$ cat config.mk
export PLATFORM = sky130hd
export DESIGN_NAME = writeback_ctrl_flat
export DESIGN_NICKNAME = d
export VERILOG_FILES = /design/src/rtl/writeback_pkg.sv /design/src/rtl/writeback_if.sv /design/src/rtl/wb_resolve.sv /design/src/rtl/writeback_ctrl.sv /design/src/flat_wrapper.sv
export SDC_FILE = /design/constraint.sdc
export NUM_CORES = 1
export LEC_CHECK = 0
export CAP_MARGIN = 20
export CELL_PAD_IN_SITES_DETAIL_PLACEMENT = 1
export CELL_PAD_IN_SITES_GLOBAL_PLACEMENT = 1
export CORE_MARGIN = 5
export CORE_UTILIZATION = 37
export CTS_CLUSTER_DIAMETER = 200
export CTS_CLUSTER_SIZE = 12
export DETAILED_ROUTE_END_ITERATION = 8
export PLACE_DENSITY = 0.89
export SLEW_MARGIN = 20
export SYNTH_ARGS = -nofsm -noshare
export SYNTH_HDL_FRONTEND = slang
export SYNTH_HIERARCHICAL = 1
export SYNTH_SLANG_ARGS = --single-unit
$ cat constraint.sdc
create_clock -name clock -period 3.4 [get_ports clock]
set_input_delay 1.02 -clock clock [delete_from_list [all_inputs] [get_ports clock]]
set_output_delay 1.02 -clock clock [all_outputs]
set_load 0.05 [all_outputs]
$ cat src/rtl/writeback_pkg.sv
// writeback_pkg: op-class encodings and exception codes shared by the
// writeback controller, its resolver and its interface.
package writeback_pkg;

  typedef enum logic [2:0] {
    OP_ADD_R = 3'd0,
    OP_SUB_R = 3'd1,
    OP_ADDI  = 3'd2,
    OP_JAL   = 3'd3,
    OP_SETX  = 3'd4,
    OP_MULT  = 3'd5,
    OP_DIV   = 3'd6,
    OP_OTHER = 3'd7
  } op_e;

  // rstatus codes; zero means "no exception"
  localparam logic [2:0] EXC_NONE  = 3'd0;
  localparam logic [2:0] EXC_ADD_R = 3'd1;
  localparam logic [2:0] EXC_ADDI  = 3'd2;
  localparam logic [2:0] EXC_SUB_R = 3'd3;
  localparam logic [2:0] EXC_MULT  = 3'd4;
  localparam logic [2:0] EXC_DIV   = 3'd5;

endpackage

$ cat src/rtl/writeback_if.sv
// writeback_if: bundles the ALU/control result handshake, the multdiv
// completion port and the registered regfile write / status outputs.
//   master : drives in_*, overflow, pc_in, t, md_*; observes the rest
//   slave  : the writeback controller side
interface writeback_if #(
  parameter int DATA_W = 32,
  parameter int REG_W  = 5,
  parameter int PC_W   = 12,
  parameter int T_W    = 27,
  parameter int CNT_W  = 8
);
  logic              in_valid;
  logic              in_ready;
  logic [2:0]        in_op;
  logic              in_we;
  logic [REG_W-1:0]  in_reg;
  logic [DATA_W-1:0] in_data;
  logic              overflow;
  logic [PC_W-1:0]   pc_in;
  logic [T_W-1:0]    t;

  logic              md_ready;
  logic              md_exception;
  logic              md_op;
  logic [REG_W-1:0]  md_reg;
  logic [DATA_W-1:0] md_result;

  logic              wb_we;
  logic [REG_W-1:0]  wb_reg;
  logic [DATA_W-1:0] wb_data;
  logic [DATA_W-1:0] status;
  logic [CNT_W-1:0]  exc_count;

  modport master (
    output in_valid, in_op, in_we, in_reg, in_data, overflow, pc_in, t,
    output md_ready, md_exception, md_op, md_reg, md_result,
    input  in_ready, wb_we, wb_reg, wb_data, status, exc_count
  );

  modport slave (
    input  in_valid, in_op, in_we, in_reg, in_data, overflow, pc_in, t,
    input  md_ready, md_exception, md_op, md_reg, md_result,
    output in_ready, wb_we, wb_reg, wb_data, status, exc_count
  );
endinterface

$ cat src/rtl/wb_resolve.sv
// wb_resolve: combinational write resolution for one write source.
// Ports:
//   op, we, rd, data        - raw write request from the source
//   overflow, exception     - ALU overflow / multdiv exception flags
//   pc, t                   - JAL PC and SETX immediate
//   res_we, res_reg, res_data - resolved regfile write
//   res_exc, res_setx       - write is an exception code / a SETX value
import writeback_pkg::*;

module wb_resolve #(
  parameter int DATA_W     = 32,
  parameter int REG_W      = 5,
  parameter int PC_W       = 12,
  parameter int T_W        = 27,
  parameter int STATUS_REG = 30,
  parameter int LINK_REG   = 31
) (
  input  op_e               op,
  input  logic              we,
  input  logic [REG_W-1:0]  rd,
  input  logic [DATA_W-1:0] data,
  input  logic              overflow,
  input  logic              exception,
  input  logic [PC_W-1:0]   pc,
  input  logic [T_W-1:0]    t,
  output logic              res_we,
  output logic [REG_W-1:0]  res_reg,
  output logic [DATA_W-1:0] res_data,
  output logic              res_exc,
  output logic              res_setx
);

  logic [2:0] code;

  always_comb begin
    code = EXC_NONE;
    if (overflow) begin
      case (op)
        OP_ADD_R: code = EXC_ADD_R;
        OP_ADDI:  code = EXC_ADDI;
        OP_SUB_R: code = EXC_SUB_R;
        default:  code = EXC_NONE;
      endcase
    end
    if (exception) begin
      case (op)
        OP_MULT: code = EXC_MULT;
        OP_DIV:  code = EXC_DIV;
        default: ;
      endcase
    end
  end

  always_comb begin
    res_we   = we;
    res_reg  = rd;
    res_data = data;
    res_exc  = 1'b0;
    res_setx = 1'b0;
    if (code != EXC_NONE) begin
      res_we   = 1'b1;
      res_reg  = REG_W'(STATUS_REG);
      res_data = DATA_W'(code);
      res_exc  = 1'b1;
    end else if (op == OP_SETX) begin
      res_we   = 1'b1;
      res_reg  = REG_W'(STATUS_REG);
      res_data = DATA_W'($signed(t));
      res_setx = 1'b1;
    end else if (op == OP_JAL) begin
      // one extra bit so pc wrap-around carries into the link value
      res_we   = 1'b1;
      res_reg  = REG_W'(LINK_REG);
      res_data = DATA_W'({1'b0, pc} + (PC_W+1)'(1));
    end
    if (res_reg == '0) res_we = 1'b0;
  end

endmodule

$ cat src/rtl/writeback_ctrl.sv
// writeback_ctrl: arbitrates multdiv results, a one-entry skid buffer and
// new ALU/control results onto a single registered regfile write port,
// and tracks the sticky exception status and a saturating exception count.
// Ports:
//   clock, reset - single clock, synchronous active-high reset
//   bus          - writeback_if.slave (input handshake, multdiv, wb/status)
import writeback_pkg::*;

module writeback_ctrl #(
  parameter int DATA_W     = 32,
  parameter int REG_W      = 5,
  parameter int PC_W       = 12,
  parameter int T_W        = 27,
  parameter int CNT_W      = 8,
  parameter int STATUS_REG = 30,
  parameter int LINK_REG   = 31
) (
  input  logic       clock,
  input  logic       reset,
  writeback_if.slave bus
);

  logic              skid_valid;
  op_e               skid_op;
  logic              skid_we;
  logic [REG_W-1:0]  skid_reg;
  logic [DATA_W-1:0] skid_data;
  logic              skid_ovf;
  logic [PC_W-1:0]   skid_pc;
  logic [T_W-1:0]    skid_t;

  logic              wb_we_q;
  logic [REG_W-1:0]  wb_reg_q;
  logic [DATA_W-1:0] wb_data_q;
  logic [DATA_W-1:0] status_q;
  logic [CNT_W-1:0]  exc_count_q;

  logic              in_ready;
  logic              accept;
  logic              skid_load;

  logic              in_we_r,   skid_we_r,   md_we_r;
  logic [REG_W-1:0]  in_reg_r,  skid_reg_r,  md_reg_r;
  logic [DATA_W-1:0] in_data_r, skid_data_r, md_data_r;
  logic              in_exc,    skid_exc,    md_exc;
  logic              in_setx,   skid_setx,   md_setx;

  logic              sel_valid;
  logic              sel_we;
  logic [REG_W-1:0]  sel_reg;
  logic [DATA_W-1:0] sel_data;
  logic              sel_exc;
  logic              sel_setx;

  assign in_ready = ~skid_valid;
  assign accept   = bus.in_valid & in_ready;
  // an accepted input loses to multdiv and parks in the skid
  assign skid_load = accept & bus.md_ready;

  wb_resolve #(
    .DATA_W(DATA_W), .REG_W(REG_W), .PC_W(PC_W), .T_W(T_W),
    .STATUS_REG(STATUS_REG), .LINK_REG(LINK_REG)
  ) u_res_in (
    .op(op_e'(bus.in_op)), .we(bus.in_we), .rd(bus.in_reg), .data(bus.in_data),
    .overflow(bus.overflow), .exception(1'b0), .pc(bus.pc_in), .t(bus.t),
    .res_we(in_we_r), .res_reg(in_reg_r), .res_data(in_data_r),
    .res_exc(in_exc), .res_setx(in_setx)
  );

  wb_resolve #(
    .DATA_W(DATA_W), .REG_W(REG_W), .PC_W(PC_W), .T_W(T_W),
    .STATUS_REG(STATUS_REG), .LINK_REG(LINK_REG)
  ) u_res_skid (
    .op(skid_op), .we(skid_we), .rd(skid_reg), .data(skid_data),
    .overflow(skid_ovf), .exception(1'b0), .pc(skid_pc), .t(skid_t),
    .res_we(skid_we_r), .res_reg(skid_reg_r), .res_data(skid_data_r),
    .res_exc(skid_exc), .res_setx(skid_setx)
  );

  wb_resolve #(
    .DATA_W(DATA_W), .REG_W(REG_W), .PC_W(PC_W), .T_W(T_W),
    .STATUS_REG(STATUS_REG), .LINK_REG(LINK_REG)
  ) u_res_md (
    .op(bus.md_op ? OP_DIV : OP_MULT), .we(1'b1), .rd(bus.md_reg),
    .data(bus.md_result), .overflow(1'b0), .exception(bus.md_exception),
    .pc('0), .t('0),
    .res_we(md_we_r), .res_reg(md_reg_r), .res_data(md_data_r),
    .res_exc(md_exc), .res_setx(md_setx)
  );

  always_comb begin
    sel_valid = 1'b0;
    sel_we    = 1'b0;
    sel_reg   = '0;
    sel_data  = '0;
    sel_exc   = 1'b0;
    sel_setx  = 1'b0;
    if (bus.md_ready) begin
      sel_valid = 1'b1;
      sel_we    = md_we_r;
      sel_reg   = md_reg_r;
      sel_data  = md_data_r;
      sel_exc   = md_exc;
      sel_setx  = md_setx;
    end else if (skid_valid) begin
      sel_valid = 1'b1;
      sel_we    = skid_we_r;
      sel_reg   = skid_reg_r;
      sel_data  = skid_data_r;
      sel_exc   = skid_exc;
      sel_setx  = skid_setx;
    end else if (accept) begin
      sel_valid = 1'b1;
      sel_we    = in_we_r;
      sel_reg   = in_reg_r;
      sel_data  = in_data_r;
      sel_exc   = in_exc;
      sel_setx  = in_setx;
    end
  end

  always_ff @(posedge clock) begin
    if (reset) begin
      skid_valid <= 1'b0;
      skid_op    <= OP_ADD_R;
      skid_we    <= 1'b0;
      skid_reg   <= '0;
      skid_data  <= '0;
      skid_ovf   <= 1'b0;
      skid_pc    <= '0;
      skid_t     <= '0;
    end else if (skid_load) begin
      skid_valid <= 1'b1;
      skid_op    <= op_e'(bus.in_op);
      skid_we    <= bus.in_we;
      skid_reg   <= bus.in_reg;
      skid_data  <= bus.in_data;
      skid_ovf   <= bus.overflow;
      skid_pc    <= bus.pc_in;
      skid_t     <= bus.t;
    end else if (skid_valid && !bus.md_ready) begin
      skid_valid <= 1'b0;
    end
  end

  always_ff @(posedge clock) begin
    if (reset) begin
      wb_we_q     <= 1'b0;
      wb_reg_q    <= '0;
      wb_data_q   <= '0;
      status_q    <= '0;
      exc_count_q <= '0;
    end else begin
      wb_we_q <= sel_valid & sel_we;
      if (sel_valid) begin
        wb_reg_q  <= sel_reg;
        wb_data_q <= sel_data;
      end
      if (sel_valid && (sel_exc || sel_setx)) status_q <= sel_data;
      if (sel_valid && sel_exc && (exc_count_q != '1))
        exc_count_q <= exc_count_q + CNT_W'(1);
    end
  end

  assign bus.in_ready  = in_ready;
  assign bus.wb_we     = wb_we_q;
  assign bus.wb_reg    = wb_reg_q;
  assign bus.wb_data   = wb_data_q;
  assign bus.status    = status_q;
  assign bus.exc_count = exc_count_q;

endmodule

$ cat src/flat_wrapper.sv
// flat-port wrapper written by rule: the top's interface ports become plain ports
module writeback_ctrl_flat 
#(
  parameter int DATA_W     = 32,
  parameter int REG_W      = 5,
  parameter int PC_W       = 12,
  parameter int T_W        = 27,
  parameter int CNT_W      = 8,
  parameter int STATUS_REG = 30,
  parameter int LINK_REG   = 31
)
  (clock, reset, bus_in_valid, bus_in_op, bus_in_we, bus_in_reg, bus_in_data, bus_overflow, bus_pc_in, bus_t, bus_md_ready, bus_md_exception, bus_md_op, bus_md_reg, bus_md_result, bus_in_ready, bus_wb_we, bus_wb_reg, bus_wb_data, bus_status, bus_exc_count);
  writeback_if #(.DATA_W(DATA_W), .REG_W(REG_W), .PC_W(PC_W), .T_W(T_W), .CNT_W(CNT_W)) bus_i ();
  input  logic clock;
  input  logic reset;
  input wire logic [$bits(bus_i.in_valid)-1:0] bus_in_valid;
  input wire logic [$bits(bus_i.in_op)-1:0] bus_in_op;
  input wire logic [$bits(bus_i.in_we)-1:0] bus_in_we;
  input wire logic [$bits(bus_i.in_reg)-1:0] bus_in_reg;
  input wire logic [$bits(bus_i.in_data)-1:0] bus_in_data;
  input wire logic [$bits(bus_i.overflow)-1:0] bus_overflow;
  input wire logic [$bits(bus_i.pc_in)-1:0] bus_pc_in;
  input wire logic [$bits(bus_i.t)-1:0] bus_t;
  input wire logic [$bits(bus_i.md_ready)-1:0] bus_md_ready;
  input wire logic [$bits(bus_i.md_exception)-1:0] bus_md_exception;
  input wire logic [$bits(bus_i.md_op)-1:0] bus_md_op;
  input wire logic [$bits(bus_i.md_reg)-1:0] bus_md_reg;
  input wire logic [$bits(bus_i.md_result)-1:0] bus_md_result;
  output wire logic [$bits(bus_i.in_ready)-1:0] bus_in_ready;
  output wire logic [$bits(bus_i.wb_we)-1:0] bus_wb_we;
  output wire logic [$bits(bus_i.wb_reg)-1:0] bus_wb_reg;
  output wire logic [$bits(bus_i.wb_data)-1:0] bus_wb_data;
  output wire logic [$bits(bus_i.status)-1:0] bus_status;
  output wire logic [$bits(bus_i.exc_count)-1:0] bus_exc_count;
  assign bus_i.in_valid = bus_in_valid;
  assign bus_i.in_op = bus_in_op;
  assign bus_i.in_we = bus_in_we;
  assign bus_i.in_reg = bus_in_reg;
  assign bus_i.in_data = bus_in_data;
  assign bus_i.overflow = bus_overflow;
  assign bus_i.pc_in = bus_pc_in;
  assign bus_i.t = bus_t;
  assign bus_i.md_ready = bus_md_ready;
  assign bus_i.md_exception = bus_md_exception;
  assign bus_i.md_op = bus_md_op;
  assign bus_i.md_reg = bus_md_reg;
  assign bus_i.md_result = bus_md_result;
  assign bus_in_ready = bus_i.in_ready;
  assign bus_wb_we = bus_i.wb_we;
  assign bus_wb_reg = bus_i.wb_reg;
  assign bus_wb_data = bus_i.wb_data;
  assign bus_status = bus_i.status;
  assign bus_exc_count = bus_i.exc_count;
  writeback_ctrl #(.DATA_W(DATA_W), .REG_W(REG_W), .PC_W(PC_W), .T_W(T_W), .CNT_W(CNT_W), .STATUS_REG(STATUS_REG), .LINK_REG(LINK_REG)) u_core (.clock(clock), .reset(reset), .bus(bus_i));
endmodule
==> results.yml, run 1 <==
sta:
  period_minus_slack_ps: 3160
  finalCritPeriodShare_pct: 92.8
  fin_worst_skew_ps: 17.7
  finalMaxSlewViolations: 0
  fin_hold_ws_ps: 459
  worstMarginPinSlew_ps: 746
  tns_ps: 0
  fmax_mhz: 317
  finalHoldViolCount: 0
  setup_ws_ps: 244
  grt_setup_unrepaired: "no"
  finalSetupViolations: 0
  slew_headroom_pct: 50.3
run:
  cap_viol_max_count: 0
synthesis:
  seq_area_frac_synth_pct: 35.0
  synth_top_area_cell: "dfxtp_1"
  synth_edf_count: 0
  synth_async_sr_flop_share_pct: 0
  netlist_instances: 1156
  synth_area_per_cell_um2: 7.92
  ys_ff_latch: 160
  synth_top_area_share_pct: 35.0
  syn_area_um2: 9150
  yosys-top-cells-area: "dfxtp_1, nand2_1, a21oi_1"
  synth_ff_type: "dfxtp_1"
  synth.distinct_cells: 54
  yosysWarnings: 6
placed_design:
  port_buffers: 202
  dp_cells: 1716
  gp_congestion: 0.882
  post-place-ws_ps: -147
  dp_hpwl_um: 26700
global_route:
  grt_pass1_wl_um: 57900
  grt_pass1_vias: 10400
  grt_use_total_pct: 25.6
  grt-ovfl-total: 0
  grt_max_degree: 156
  antenna_found_initial: 2
critical_path:
  path_buf_inv: 3
  crit_path_end: "u_core/bus.status[24]$_SDFFE_PP0P_"
  crit_family: "compound AO/OA/AOI/OAI gates"
  r2r_end: "u_core/bus.status[6]$_SDFFE_PP0P_"
  path_depth: 8
  cp.arrival_ps: 3460
  r2r-start: "u_core/skid_op[0]$_SDFFE_PP0P_"
  critPathKind: "in -> reg"
  end_kind: "flop"
  critPathMaxFanout: 24
  cp-startpoint: "bus_md_op"
  critical-path-max-stage-delay_ps: 590
  cp_slowest_cell: "clkdlybuf4s50_1"
  cp_data_required_time_ps: 3700
  path_cells: "clkdlybuf4s50_1, inv_1, buf_4, maj3_2, a22o_4, a22o_1, o21ai_0, o31ai_1"
  worst_setup_path_start_kind: "input port"
  r2r_cells: 8
  reg2reg_slack_ps: 620
cells_and_area:
  regArea_um2: 3200
  final_cell_mix: "nand2_1, clkdlybuf4s50_1, dfxtp_1, a21oi_1, conb_1"
  layout_commonest_cell: "nand2_1"
  fin_cells: 1749
  multi_input_area_um2: 5600
  area_growth_pct: 35.9
  n_fill_cell: 2926
  drive_above_1_share_pct: 9.13
  nets: 1539
  final_util_pct: 51.1
route:
  drt.antenna.violating_nets: 0
  drt-total-wl_um: 37800
  wl_per_cell_um: 21.6
  drc: 0
  dr.pass1.iters: 5
  vias: 10200
  drt_iter0_drc: 1035
  vias_per_cell: 5.85
power:
  p_sw_mw: 1.92
  power_frac_comb_pct: 26.1
  p_clk_share_pct: 35.7
  seqPwrFrac_pct: 38.3
  swShare_pct: 35.3
  intPower_mw: 3.52
  vdd_ir_drop_max_v: 0.000300
  power.leakage_nw: 4.60
  powerDensity_nw_per_um2: 438
floorplanning:
  die_h_um: 167
  fp.dieW_um: 167
  start_util_pct: 37.6
  io_pins: 203
  core_area_um2: 24300
  rows: 57
  dieArea_um2: 28000
clock_network:
  cts_tree: "yes"
  h-tree-depth: 4
  clkTransAtPathRegs_ps: 70
  clock_latency_ps: 440
  cts_buffer_depth: 2
  post_cts_buffers: 0
  cts_hold_repair.buffers: 0
  numCtsBuffers: 17
  cts_sinks: 160
  cts-root-buf: "clkbuf_16"
  cts_resized: 0
run_status:
  outcome: "finished clean"
hold_path:
  hold_class: "reg -> reg"
worst min path at each step:
stage                                        startpoint  slack, ps  cells past startpoint                                  end
floorplan                u_core/skid_t[13]$_SDFFE_PP0P_        440                      2       u_core/skid_t[13]$_SDFFE_PP0P_
global placement         u_core/skid_t[18]$_SDFFE_PP0P_        440                      2       u_core/skid_t[18]$_SDFFE_PP0P_
detailed placement    u_core/skid_data[16]$_SDFFE_PP0P_        450                      2    u_core/skid_data[16]$_SDFFE_PP0P_
CTS                      u_core/skid_t[19]$_SDFFE_PP0P_        460                      2       u_core/skid_t[19]$_SDFFE_PP0P_
global route          u_core/skid_data[14]$_SDFFE_PP0P_        480                      2    u_core/skid_data[14]$_SDFFE_PP0P_
finish              u_core/bus.wb_data[17]$_SDFFE_PP0P_        460                      2  u_core/bus.wb_data[17]$_SDFFE_PP0P_
kinds of logic (layout without fill, tap and decap cells):
kind of cell             count (synthesis)  count (layout)  synth area share [%]
other                                    2              84                0.0821
adder cells (fa/ha/maj)                  7               7                 0.916
flip-flops                             160             160                  35.0
AO/OA/AOI/OAI                          418             418                  33.0
AND/OR/NAND/NOR                        407             407                  20.5
buffers and inverters                  129             316                  7.31
XOR/XNOR                                33              33                  3.16
cell type report:
class,count,area share (%)
Antenna cell,1,0.0201
Clock buffer,17,3.42
Clock inverter,15,1.34
Inverter,25,0.755
Multi-Input combinational cell,948,45.1
Sequential cell,160,25.8
Tap cell,324,3.26
Timing Repair Buffer,259,20.4
routing by layer:
layer	routed length, µm	up-vias	track usage (%)
met4	1190	2	9.28
met1	16100	4986	33.3
met2	17500	461	42.4
met5	7	-	0
li1	-	4698	-
met3	3010	81	5.14
cell usage after synthesis (all sizes together), types with 5 or more instances:
cell and number:
nor2b 7, a221o 32, or3 5, nand2 225, nand3 16, a21oi 138
inv 25, xor2 30, a22o 64, o31ai 41, nand2b 22, buf 65
and4 6, nand4 42, or4 6, o221ai 11, a22oi 16, o21ai 55
nor3 9, clkbuf 39, a221oi 29, nor2 49, a2111oi 9, o22ai 5
dfxtp 160
power groups by stage:
stage | sequential, mW | clock [mW] | combinational (mW)
finish | 2.08 | 1.94 | 1.42
global route | 2.09 | 2.04 | 1.49
CTS | 2.08 | 1.97 | 1.39
detailed placement | 2.12 | 0 | 1.38
global placement | 2.11 | 0 | 1.34
floorplan | 2.34 | 0 | 0.597
tightest hold or removal path, cell delays in order, from the launching register on:
cell and delay [ps]:
dfxtp_1 310, nand2_1 50, a21oi_1 50
per-stage QoR:
step	power (mW)	area, µm²
after floorplan	2.94	9460
after global placement	3.46	11800
after detailed placement	3.50	11800
after CTS	5.44	12400
after global routing	5.63	12400
final	5.44	12400
Note: power is estimated with default switching activity, not from simulation.
==> inputs of run 2 (changes only) <==
--- a/config.mk
+++ b/config.mk
@@ -5,15 +5,18 @@
 export SDC_FILE = /design/constraint.sdc
 export NUM_CORES = 1
 export LEC_CHECK = 0
+export ABC_AREA = 1
 export CAP_MARGIN = 20
 export CELL_PAD_IN_SITES_DETAIL_PLACEMENT = 1
 export CELL_PAD_IN_SITES_GLOBAL_PLACEMENT = 1
 export CORE_MARGIN = 5
-export CORE_UTILIZATION = 37
+export CORE_UTILIZATION = 36
 export CTS_CLUSTER_DIAMETER = 200
 export CTS_CLUSTER_SIZE = 12
 export DETAILED_ROUTE_END_ITERATION = 8
-export PLACE_DENSITY = 0.89
+export PLACE_DENSITY = 0.91
+export SKIP_CTS_REPAIR_TIMING = 1
+export SKIP_LAST_GASP = 1
 export SLEW_MARGIN = 20
 export SYNTH_ARGS = -nofsm -noshare
 export SYNTH_HDL_FRONTEND = slang
==> run 2 against run 1 <==
  * Worst hold slack better by 5.5 ps
  * Power is 2.0% higher
  * Largest power group unchanged
  * Maximum frequency is 3.6% higher
  * Sequential power hardly changed
  * Design area is 0.81% higher
  * Critical path depth is 4 higher
==> results.yml, run 2 <==
clock_network:
  cts_sinks: 160
  cts_tree: "yes"
  cts-root-buf: "clkbuf_16"
  cts_buffer_depth: 2
  h-tree-depth: 4
  clock_latency_ps: 440
  numCtsBuffers: 17
  clkTransAtPathRegs_ps: 70
synthesis:
  synth_async_sr_flop_share_pct: 0
  synth.distinct_cells: 33
  seq_area_frac_synth_pct: 33.9
  yosys-top-cells-area: "dfxtp_1, nand2_1, a21oi_1"
  synth_ff_type: "dfxtp_1"
  synth_edf_count: 0
  ys_ff_latch: 160
  synth_top_area_share_pct: 33.9
  synth_common_cells: "nand2_1, a21oi_1, dfxtp_1"
  syn_area_um2: 9460
  yosysWarnings: 6
  synth_area_per_cell_um2: 6.31
  netlist_instances: 1499
  synth_top_area_cell: "dfxtp_1"
  yosysMostFrequentCell: "nand2_1"
cells_and_area:
  nets: 1859
  area_growth_pct: 32.6
  diodes: 0
  final_util_pct: 48.2
  fin_cells: 2079
  drive_above_1_share_pct: 6.31
  final_cell_mix: "nand2_1, clkdlybuf4s50_1, a21oi_1, dfxtp_1, nor2_1"
  layout_commonest_cell: "nand2_1"
sta:
  worstMarginPinSlew_ps: 640
  finalHoldViolCount: 0
  grt_setup_unrepaired: "no"
  period_minus_slack_ps: 3050
  fin_worst_skew_ps: 11.8
  fin_hold_ws_ps: 465
  slew_headroom_pct: 57.2
  finalCritPeriodShare_pct: 89.6
  finalMaxSlewViolations: 0
  finalSetupViolations: 0
  fmax_mhz: 328
  tns_ps: 0
critical_path:
  cp.arrival_ps: 3400
  critPathKind: "in -> reg"
  r2r-start: "u_core/skid_op[1]$_SDFFE_PP0P_"
  r2r_cells: 12
  end_kind: "flop"
  cp-startpoint: "bus_pc_in[1]"
  worst_setup_path_start_kind: "input port"
  reg2reg_slack_ps: 720
  critPathMaxFanout: 6
  cp_data_required_time_ps: 3760
  r2r_end: "u_core/bus.status[22]$_SDFFE_PP0P_"
  crit_path_end: "u_core/bus.status[10]$_SDFFE_PP0P_"
power:
  power_frac_comb_pct: 27.2
  intPower_mw: 3.52
  power.leakage_nw: 5.67
  powerDensity_nw_per_um2: 443
  vdd_ir_drop_max_v: 0.000256
  swShare_pct: 36.6
  p_sw_mw: 2.03
  seqPwrFrac_pct: 37.5
  p_clk_share_pct: 35.2
hold_path:
  hold_class: "reg -> reg"
  hp-start: "u_core/skid_data[16]$_SDFFE_PP0P_"
global_route:
  antenna_found_initial: 0
  grt_pass1_wl_um: 60200
  grt_pass1_vias: 11400
  grt_max_degree: 128
  grt_use_total_pct: 25.4
  grt-ovfl-total: 0
route:
  drt_iter0_drc: 829
  dr.pass1.iters: 5
  wl_per_cell_um: 18.4
  drt.antenna.violating_nets: 0
  vias_per_cell: 5.27
  vias: 11000
  drc: 0
  drt-total-wl_um: 38300
run_status:
  outcome: "finished clean"
floorplanning:
  rows: 59
  io_pins: 203
  dieArea_um2: 29600
  core_area_um2: 26000
  die_h_um: 172
  start_util_pct: 36.4
  fp.dieW_um: 172
placed_design:
  gp_congestion: 0.898
  dp_cells: 2047
  dp_hpwl_um: 27200
  port_buffers: 202
run:
  cap_viol_max_count: 0
-- run 2: changes by cell type after synthesis, sizes merged, moves of 28 or more --
cell and delta:
nand2 +256, nand3 +112, inv +110, nor2 +103, a22o -64, a21oi +45
o31ai -41, a221o -32, a221oi -29, xor2 -29, nand4 -28
-- run 2: worst min path at each step --
stage	endpoint	cells past startpoint	slack (ps)
global route	u_core/skid_data[18]$_SDFFE_PP0P_	2	490
global placement	u_core/skid_data[11]$_SDFFE_PP0P_	2	450
detailed placement	u_core/skid_t[0]$_SDFFE_PP0P_	2	450
CTS	u_core/skid_t[0]$_SDFFE_PP0P_	2	460
finish	u_core/skid_data[16]$_SDFFE_PP0P_	2	460
floorplan	u_core/skid_data[11]$_SDFFE_PP0P_	2	440
-- run 2: cell type report --
| type | count | area [µm²] |
|---|---|---|
| multi-input combinational | 1187 | 5490 |
| tap | 335 | 419 |
| inverter | 135 | 507 |
| fill | 3446 | 13500 |
| sequential | 160 | 3200 |
| clock buffer | 17 | 425 |
| clock inverter | 15 | 171 |
| timing repair buffer | 230 | 2310 |
-- run 2: layer usage --
layer | GRT usage [%] | vias up | routed length, µm
met5 | 0 | - | 0
met1 | 31.0 | 5276 | 15900
met3 | 3.61 | 81 | 1900
li1 | - | 5278 | -
met4 | 9.43 | 0 | 1440
met2 | 45.5 | 325 | 19100
-- run 2: cells by family (layout without fill, tap and decap cells) --
kind of cell	after synthesis	in the layout	synth area share (%)
other cells	2	72	0.0794
buf+inv	222	397	10.8
compound gates	316	316	18.8
fa+ha+maj	4	4	0.529
xor+xnor	9	9	0.834
flops	160	160	33.9
simple gates	786	786	35.0
-- run 2: power by group through the flow --
stage,Sequential (mW),Combinational (mW),Clock [mW]
2_1_floorplan,2.39,0.649,0
3_3_place_gp,2.12,1.45,0
3_5_place_dp,2.13,1.48,0
4_1_cts,2.08,1.50,1.99
5_1_grt,2.10,1.63,2.07
6_report,2.08,1.51,1.96
-- run 2: stage by stage --
stage / power, mW / instance area (µm²) / setup WS, ps
after floorplan: 3.04 / 9720 / 967
after global placement: 3.57 / 11900 / 192
after detailed placement: 3.60 / 11900 / 118
after CTS: 5.57 / 12500 / 425
after global routing: 5.79 / 12500 / 168
final: 5.55 / 12500 / 353
-- run 2: critical path, cell delays in order --
cell and delay [ps]:
clkdlybuf4s50_1 520, ha_1 230, nand3_1 120, nor2_1 350, nand3_1 170, nand2_1 110
nand2_1 60, a21oi_1 210, nand2_1 90, a21oi_1 250, a21oi_1 110, nor2_1 150
